==> config.mk <==
export PLATFORM = sky130hd
export DESIGN_NAME = perm3_seq_ctrl
export DESIGN_NICKNAME = d
export VERILOG_FILES = /design/src/rtl/perm3_seq_ctrl.sv
export SDC_FILE = /design/constraint.sdc
export NUM_CORES = 1
export LEC_CHECK = 0
export CORE_ASPECT_RATIO = 0.75
export CORE_MARGIN = 3
export CORE_UTILIZATION = 52
export CTS_CLUSTER_SIZE = 28
export DETAILED_ROUTE_END_ITERATION = 10
export PLACE_DENSITY = 0.76
export SLEW_MARGIN = 40
export SYNTH_ARGS = -nofsm -noshare
export SYNTH_HDL_FRONTEND = slang
export SYNTH_SLANG_ARGS = --single-unit
==> constraint.sdc <==
create_clock -name clk -period 2.72 [get_ports clk]
set_input_delay 0.544 -clock clk [delete_from_list [all_inputs] [get_ports clk]]
set_output_delay 0.544 -clock clk [all_outputs]
set_load 0.02 [all_outputs]
==> src/rtl/perm3_seq_ctrl.sv <==
// rtl/perm3_seq_ctrl.sv - LFSR-driven burst sequencer around the 3-symbol permutation map

module randomPerm3Map (
    input  logic [5:0] X_all,
    input  logic [6:0] random,
    output logic [5:0] Y_all,
    output logic [2:0] idx
);

    always_comb begin
        if (random <= 7'd20)
            idx = 3'd0;
        else if (random <= 7'd41)
            idx = 3'd1;
        else if (random <= 7'd63)
            idx = 3'd2;
        else if (random <= 7'd84)
            idx = 3'd3;
        else if (random <= 7'd105)
            idx = 3'd4;
        else
            idx = 3'd5;
    end

    always_comb begin
        case (idx)
            3'd0:    Y_all = X_all;
            3'd1:    Y_all = {X_all[3:2], X_all[5:4], X_all[1:0]};
            3'd2:    Y_all = {X_all[5:4], X_all[1:0], X_all[3:2]};
            3'd3:    Y_all = {X_all[3:2], X_all[1:0], X_all[5:4]};
            3'd4:    Y_all = {X_all[1:0], X_all[5:4], X_all[3:2]};
            default: Y_all = {X_all[1:0], X_all[3:2], X_all[5:4]};
        endcase
    end

endmodule

module perm3_seq_ctrl #(
    parameter logic [6:0] SEED      = 7'h01,
    parameter bit         NO_REPEAT = 1'b0
) (
    input  logic       clk,
    input  logic       rst,
    input  logic       start,
    input  logic [5:0] X_all,
    input  logic [7:0] count,
    output logic [5:0] Y_all,
    output logic       out_valid,
    input  logic       out_ready,
    output logic       busy,
    output logic       done,
    output logic [6:0] random
);

    // An all-zero seed would lock the LFSR, so fall back to 1.
    localparam logic [6:0] SEED_EFF = (SEED == 7'd0) ? 7'h01 : SEED;

    typedef enum logic [1:0] {
        IDLE,
        DRAW,
        PRESENT
    } state_t;

    state_t     state, state_nxt;
    logic [6:0] lfsr, lfsr_nxt;
    logic [5:0] x_reg, x_nxt;
    logic [7:0] remaining, rem_nxt;
    logic [2:0] prev_idx, prev_nxt;
    logic       have_prev, have_nxt;
    logic [5:0] y_nxt;
    logic       valid_nxt;
    logic       done_nxt;

    logic [5:0] map_y;
    logic [2:0] map_idx;

    randomPerm3Map u_map (
        .X_all  (x_reg),
        .random (lfsr),
        .Y_all  (map_y),
        .idx    (map_idx)
    );

    always_ff @(posedge clk) begin
        if (rst) begin
            state     <= IDLE;
            lfsr      <= SEED_EFF;
            x_reg     <= 6'd0;
            remaining <= 8'd0;
            prev_idx  <= 3'd0;
            have_prev <= 1'b0;
            Y_all     <= 6'd0;
            out_valid <= 1'b0;
            done      <= 1'b0;
        end else begin
            state     <= state_nxt;
            lfsr      <= lfsr_nxt;
            x_reg     <= x_nxt;
            remaining <= rem_nxt;
            prev_idx  <= prev_nxt;
            have_prev <= have_nxt;
            Y_all     <= y_nxt;
            out_valid <= valid_nxt;
            done      <= done_nxt;
        end
    end

    always_comb begin
        state_nxt = state;
        lfsr_nxt  = lfsr;
        x_nxt     = x_reg;
        rem_nxt   = remaining;
        prev_nxt  = prev_idx;
        have_nxt  = have_prev;
        y_nxt     = Y_all;
        valid_nxt = out_valid;
        done_nxt  = 1'b0;

        case (state)
            IDLE: begin
                if (start) begin
                    if (count != 8'd0) begin
                        x_nxt     = X_all;
                        rem_nxt   = count;
                        have_nxt  = 1'b0;
                        state_nxt = DRAW;
                    end else begin
                        done_nxt = 1'b1;
                    end
                end
            end
            DRAW: begin
                // The LFSR steps on every draw, including rejected ones.
                lfsr_nxt = {lfsr[5:0], lfsr[6] ^ lfsr[5]};
                if (!(NO_REPEAT && have_prev && (map_idx == prev_idx))) begin
                    y_nxt     = map_y;
                    prev_nxt  = map_idx;
                    have_nxt  = 1'b1;
                    valid_nxt = 1'b1;
                    state_nxt = PRESENT;
                end
            end
            PRESENT: begin
                if (out_ready) begin
                    rem_nxt   = remaining - 8'd1;
                    valid_nxt = 1'b0;
                    if (remaining == 8'd1) begin
                        state_nxt = IDLE;
                        done_nxt  = 1'b1;
                    end else begin
                        state_nxt = DRAW;
                    end
                end
            end
            default: begin
                state_nxt = IDLE;
                valid_nxt = 1'b0;
            end
        endcase
    end

    assign busy   = (state != IDLE);
    assign random = lfsr;

endmodule

* Word-level counts from Yosys, hierarchy flattened *
Cells that the tools add are included.

word-level totals
  register bits = 31
  input bits = 18
  output and inout bits = 16

operators by class
  reduce and logical (&&, ||, !) cells = 9
  add/sub/neg operators = 1
  $lt $le $gt $ge = 5
  multiplexer cells = 22
  bitwise gates (word level) = 2
  eq/ne operators = 10

operator list
  cell                   count
  $pmux W6 S5            1
  $mux W8                3
  $pmux W8 S2            1
  $le A7 B6 Y1 const B   2
  $le A7 B7 Y1 const B   2
  $mux W3                4
  $eq A8 B1 Y1 const B   1
  $reduce_bool A8 Y1     1
  $sub A8 B1 Y8 const B  1
  $le A7 B5 Y1 const B   1
  $mux W1                7
  $eq A3 B2 Y1 const B   2
  $mux W2                3
  $ne A2 B2 Y1 const B   3
  $pmux W2 S3            1
  $reduce_and A3 Y1      2
  $reduce_and A4 Y1      1
  $reduce_bool A2 Y1     2
  $eq A3 B1 Y1 const B   1
  $eq A3 B3 Y1 const B   1
  $logic_not A3 Y1       1
  $pmux W1 S3            1
  $eq A2 B1 Y1 const B   1
  $eq A2 B2 Y1 const B   1
  5 further kinds        5

* Longest topological paths before layout *
  word-level depth = 8
  mapped depth = 7
  gate-level depth less buffers = 7

* Hierarchy *
A second synthesis with hierarchy kept.

second synthesis, totals
  cells, all modules = 216
  area total of the unflattened synthesis = 1,779.2 µm²

by module, submodules not included
  module          times used  cells each  seq. area each (µm²)  area each (µm²)
  perm3_seq_ctrl  1           170         620.6                 1,455.1
  randomPerm3Map  1           46          0.0                   324.1

* Worst setup path before layout *
Ideal clock, no wire load.

  path kind = register to register
  from = register lfsr[6], in the netlist random[6]
  to = register Y_all[4]
  setup time = 133 ps
  clock period less this slack = 2,109 ps
  path buffers = 0
  required time = 2,587 ps
  cell stages (with the launch flop) = 8
  setup slack = 611 ps
  arrival time = 1,976 ps
  cells stage by stage = dfxtp_1 inv_1 ha_1 and4_1 a21oi_2 nor2_1 o311ai_1 a311oi_1

on the way
  word-level cells in the longest chain between the ends = 8
  elaborated cells on any way between the ends = 16
  those cells by class = order compare (5); eq/ne (4); mux (6); reduce/logical (1)

RTL lines
  element                               RTL line  RTL
  start, declared                       65        logic [6:0] lfsr, lfsr_nxt;
  start signal, assigned                97        lfsr <= lfsr_nxt;
  $le A7 B7 Y1                          19        else if (random <= 7'd105)
  $mux W1                               19
  $mux W3                               17        else if (random <= 7'd84)
  $mux W3                               15        else if (random <= 7'd63)
  $mux W3                               13        else if (random <= 7'd41)
  $mux W3 (*)                           11        if (random <= 7'd20)
  $eq A3 B3 Y1 (tied with other cells)  26        case (idx)
  $pmux W6 S5 (*)                       26
  end signal, assigned                  102       Y_all <= y_nxt;
  end, declared                         47        output logic [5:0] Y_all,

Every way passes the cells marked *; elsewhere a longest branch is shown, timed or not.
A chain may end at the register's enable or synchronous reset.

* Final worst setup path *
  from = register state[0]
  to = output busy

on the way
  word-level cells in the longest chain between the ends = 1

RTL lines
  element                 RTL line  RTL
  start, declared         64        state_t state, state_nxt;
  start signal, assigned  96        state <= state_nxt;
  $reduce_bool A2 Y1      162       assign busy = (state != IDLE);
  end, declared           50        output logic busy,

Every way passes these cells.

==> results.md <==
* Clock Sinks at 31
* Via count at 1790
* Max incr delay on CP at 620 ps
* Drt pass-1 iters at 5
* Largest net degree at the start of global routing at 22
* Arr. time, crit path at 1700 ps
* Post-synth EDFFs at 0
* Synth cell count leaders: dfxtp_1, nand2_1, nor2_1, a21oi_1, o21ai_0
* Synthesized area per cell at 8.13 um2
* HP Start: remaining[6]
* Core ar. at 0.00342 mm2
* Setup Buffers After CTS at 0
* CP max FO at 14
* CTS tree: yes
* CP startpoint: state[0]
* Antenna Cells at 0
* Startpoint types: flip-flop
* Highest clock rate at 446 MHz
* Synth unique cells at 52
* Post-synthesis async set-or-reset flop share at 0
* Final hold viol count at 0
* CTS Buffer Depth at 2
* Largest register FFs at 8
* Die height at 58.6 um
* Start of the worst register-to-register path: random[6]
* Count of warnings emitted by yosys at 0
* HP Class: reg2reg
* Starting density of the core at 0.561
* Power per cell area at 506 mW/mm2
* Initial antenna violation count at 0
* I/O Buffers at 33
* Vias in the first global route at 1593
* DR iter-0 viols at 157
* Via density at 5.65
* FP Rows at 18
* Hold Buf Count CTS at 0
* Layout cells sized above 1 at 0.101
* Power Total at 1.21 mW
* Cells after synthesis at 236
* Status: finished clean
* VDD IR-drop max at 0.479 mV
* Die width at 76.2 um
* Final-report setup violation count at 0
* Post-synth top area share at 0.323
* Period Utilization, post-route at 0.825
* Total CTS buffers at 5
* Crit path kind: reg2out
* Total Routing Usage GR at 0.224
* Highest-delay cell along the critical path: dfxtp_1
* GRT Residual Overflow at 0
* Max_cap viols at 0
* Largest register by flop count: remaining
* IO Pins at 34
* Hpwl dp at 3440 um
* Post-Route WL at 4750 um
* Synth top area cells: dfxtp_1, nand2_1, a21oi_1, o21ai_0, nor2_1
* Final Skew at 4.67 ps
* NumNets Final at 291
* Setup total negative slack at 0 ps
* Clock-pin slew on the worst setup and hold paths at 70 ps
* Slew HR at 0.519
* CTS HTree Levels at 2
* Synth Cell Area at 0.00192 mm2
* Area Overhead vs Synth at 24.4%
* Routed length per instance at 15.0 um
* Synth Flop Type: dfxtp_1
* Worst slew pin tran at 721 ps
* RePlAce Congestion at 0.920
* Die Area at 0.00446 mm2
* Tmin final at 2240 ps
* DRC at 0
* Yosys top cell by area: dfxtp_1
* Synth Net Count at 261
* Sequential area share after synthesis at 0.323
* P_leak at 0.871 nW
* Synthesis-stage register bit count at 31
* Final ANT Viol Nets at 0
* RSZ-0062 raised after global routing: no
* Largest regs: remaining: 8 flops, random: 7 flops
* CTS Root Cell: clkbuf_8
* CP Capture Type: primary output
* First-pass GRT wire length at 7940 um
* Final Max Tran Viols at 0
* Clock latency at the later pin of the worst-skew pair at 280 ps
* Critical Path RT at 2180 ps
* Critical Path, Cell by Cell: or2_2 -> clkdlybuf4s50_1
* PostCTS Resize Cnt at 0
* Filler Cells Inserted at 304
## per-layer routing
layer  GRT usage  vias to the layer above  share of wire  routed length [um]
met5           0                        -              0                   0
met4      0.0620                        0         0.0095                  45
met3      0.0566                        7          0.065                 309
met2       0.311                       58           0.40                1890
met1       0.341                      808           0.53                2500
li1            -                      917              -                   -
## path summary, 6_finish.rpt
kind	end	slack, ps	cells past startpoint
max	busy	480	2
min	remaining[6]	480	2
max reg2reg	Y_all[5]	780	7
min reg2reg	remaining[6]	480	2
## cell usage in the layout, fill, tap and decap left out, drive strengths merged, types with 2 or more instances in the layout
master         synthesis  routed
clkbuf                 8       6
a211oi                 5       5
buf                    6       4
nor2                  26      26
nor4b                  2       2
o21ai                 20      20
nor3                   4       4
dfxtp                 31      31
a311oi                 2       2
ha                     7       7
nor3b                  4       4
clkdlybuf4s50          0      33
nor2b                  3       3
or3                    2       2
o311ai                 2       2
nand3                  2       2
or4                    3       3
a21o                   2       2
nand2                 31      31
a21oi                 24      24
a31oi                  5       5
a41oi                  2       2
mux2i                  6       6
o21bai                 2       2
nand3b                 2       2
a21boi                 3       3
and2                   2       2
nand2b                 5       5
inv                    5       5
and3b                  2       2
o211ai                 6       6
## worst max-delay path: cells and delay by family, from the launching register on
kind / cells / cell delay, ps
buf+inv: 1 / 600
simple gates: 1 / 190
flops: 1 / 620
## final cells by class
class                      count  area [um2]  area share
clock inverter                 2        35.0      0.0147
inverter                       5        18.8     0.00786
multi-input combinational    186        1210       0.506
sequential                    31         621       0.260
clock buffer                   6        82.6      0.0346
tap                           50        62.6      0.0262
timing repair buffer          37         360       0.151
## power breakdown
part | total, mW | switching, mW | internal [mW]
Clock | 0.466 | 0.170 | 0.296
Sequential | 0.516 | 0.0328 | 0.483
Combinational | 0.225 | 0.120 | 0.105
## per-stage QoR
| step | setup slack (ps) | hold slack [ps] | std cells | utilization | cell area [um2] |
|---|---|---|---|---|---|
| after detailed placement | 337 | 475 | 309 | 0.663 | 2270 |
| after global placement | 375 | 465 | 309 | 0.663 | 2270 |
| after CTS | 483 | 485 | 317 | 0.698 | 2390 |
| final | 475 | 481 | 317 | 0.698 | 2390 |
| after global routing | 417 | 524 | 317 | 0.698 | 2390 |
| after floorplan | 611 | 454 | 236 | - | 1920 |
## logic make-up after synthesis
| family | synth area share |
|---|---|
| AO/OA/AOI/OAI | 0.299 |
| buffers and inverters | 0.0469 |
| multiplexers | 0.0313 |
| flip-flops | 0.323 |
| AND/OR/NAND/NOR | 0.254 |
| adder cells (fa/ha/maj) | 0.0456 |
(Power assumes the default switching activity.)
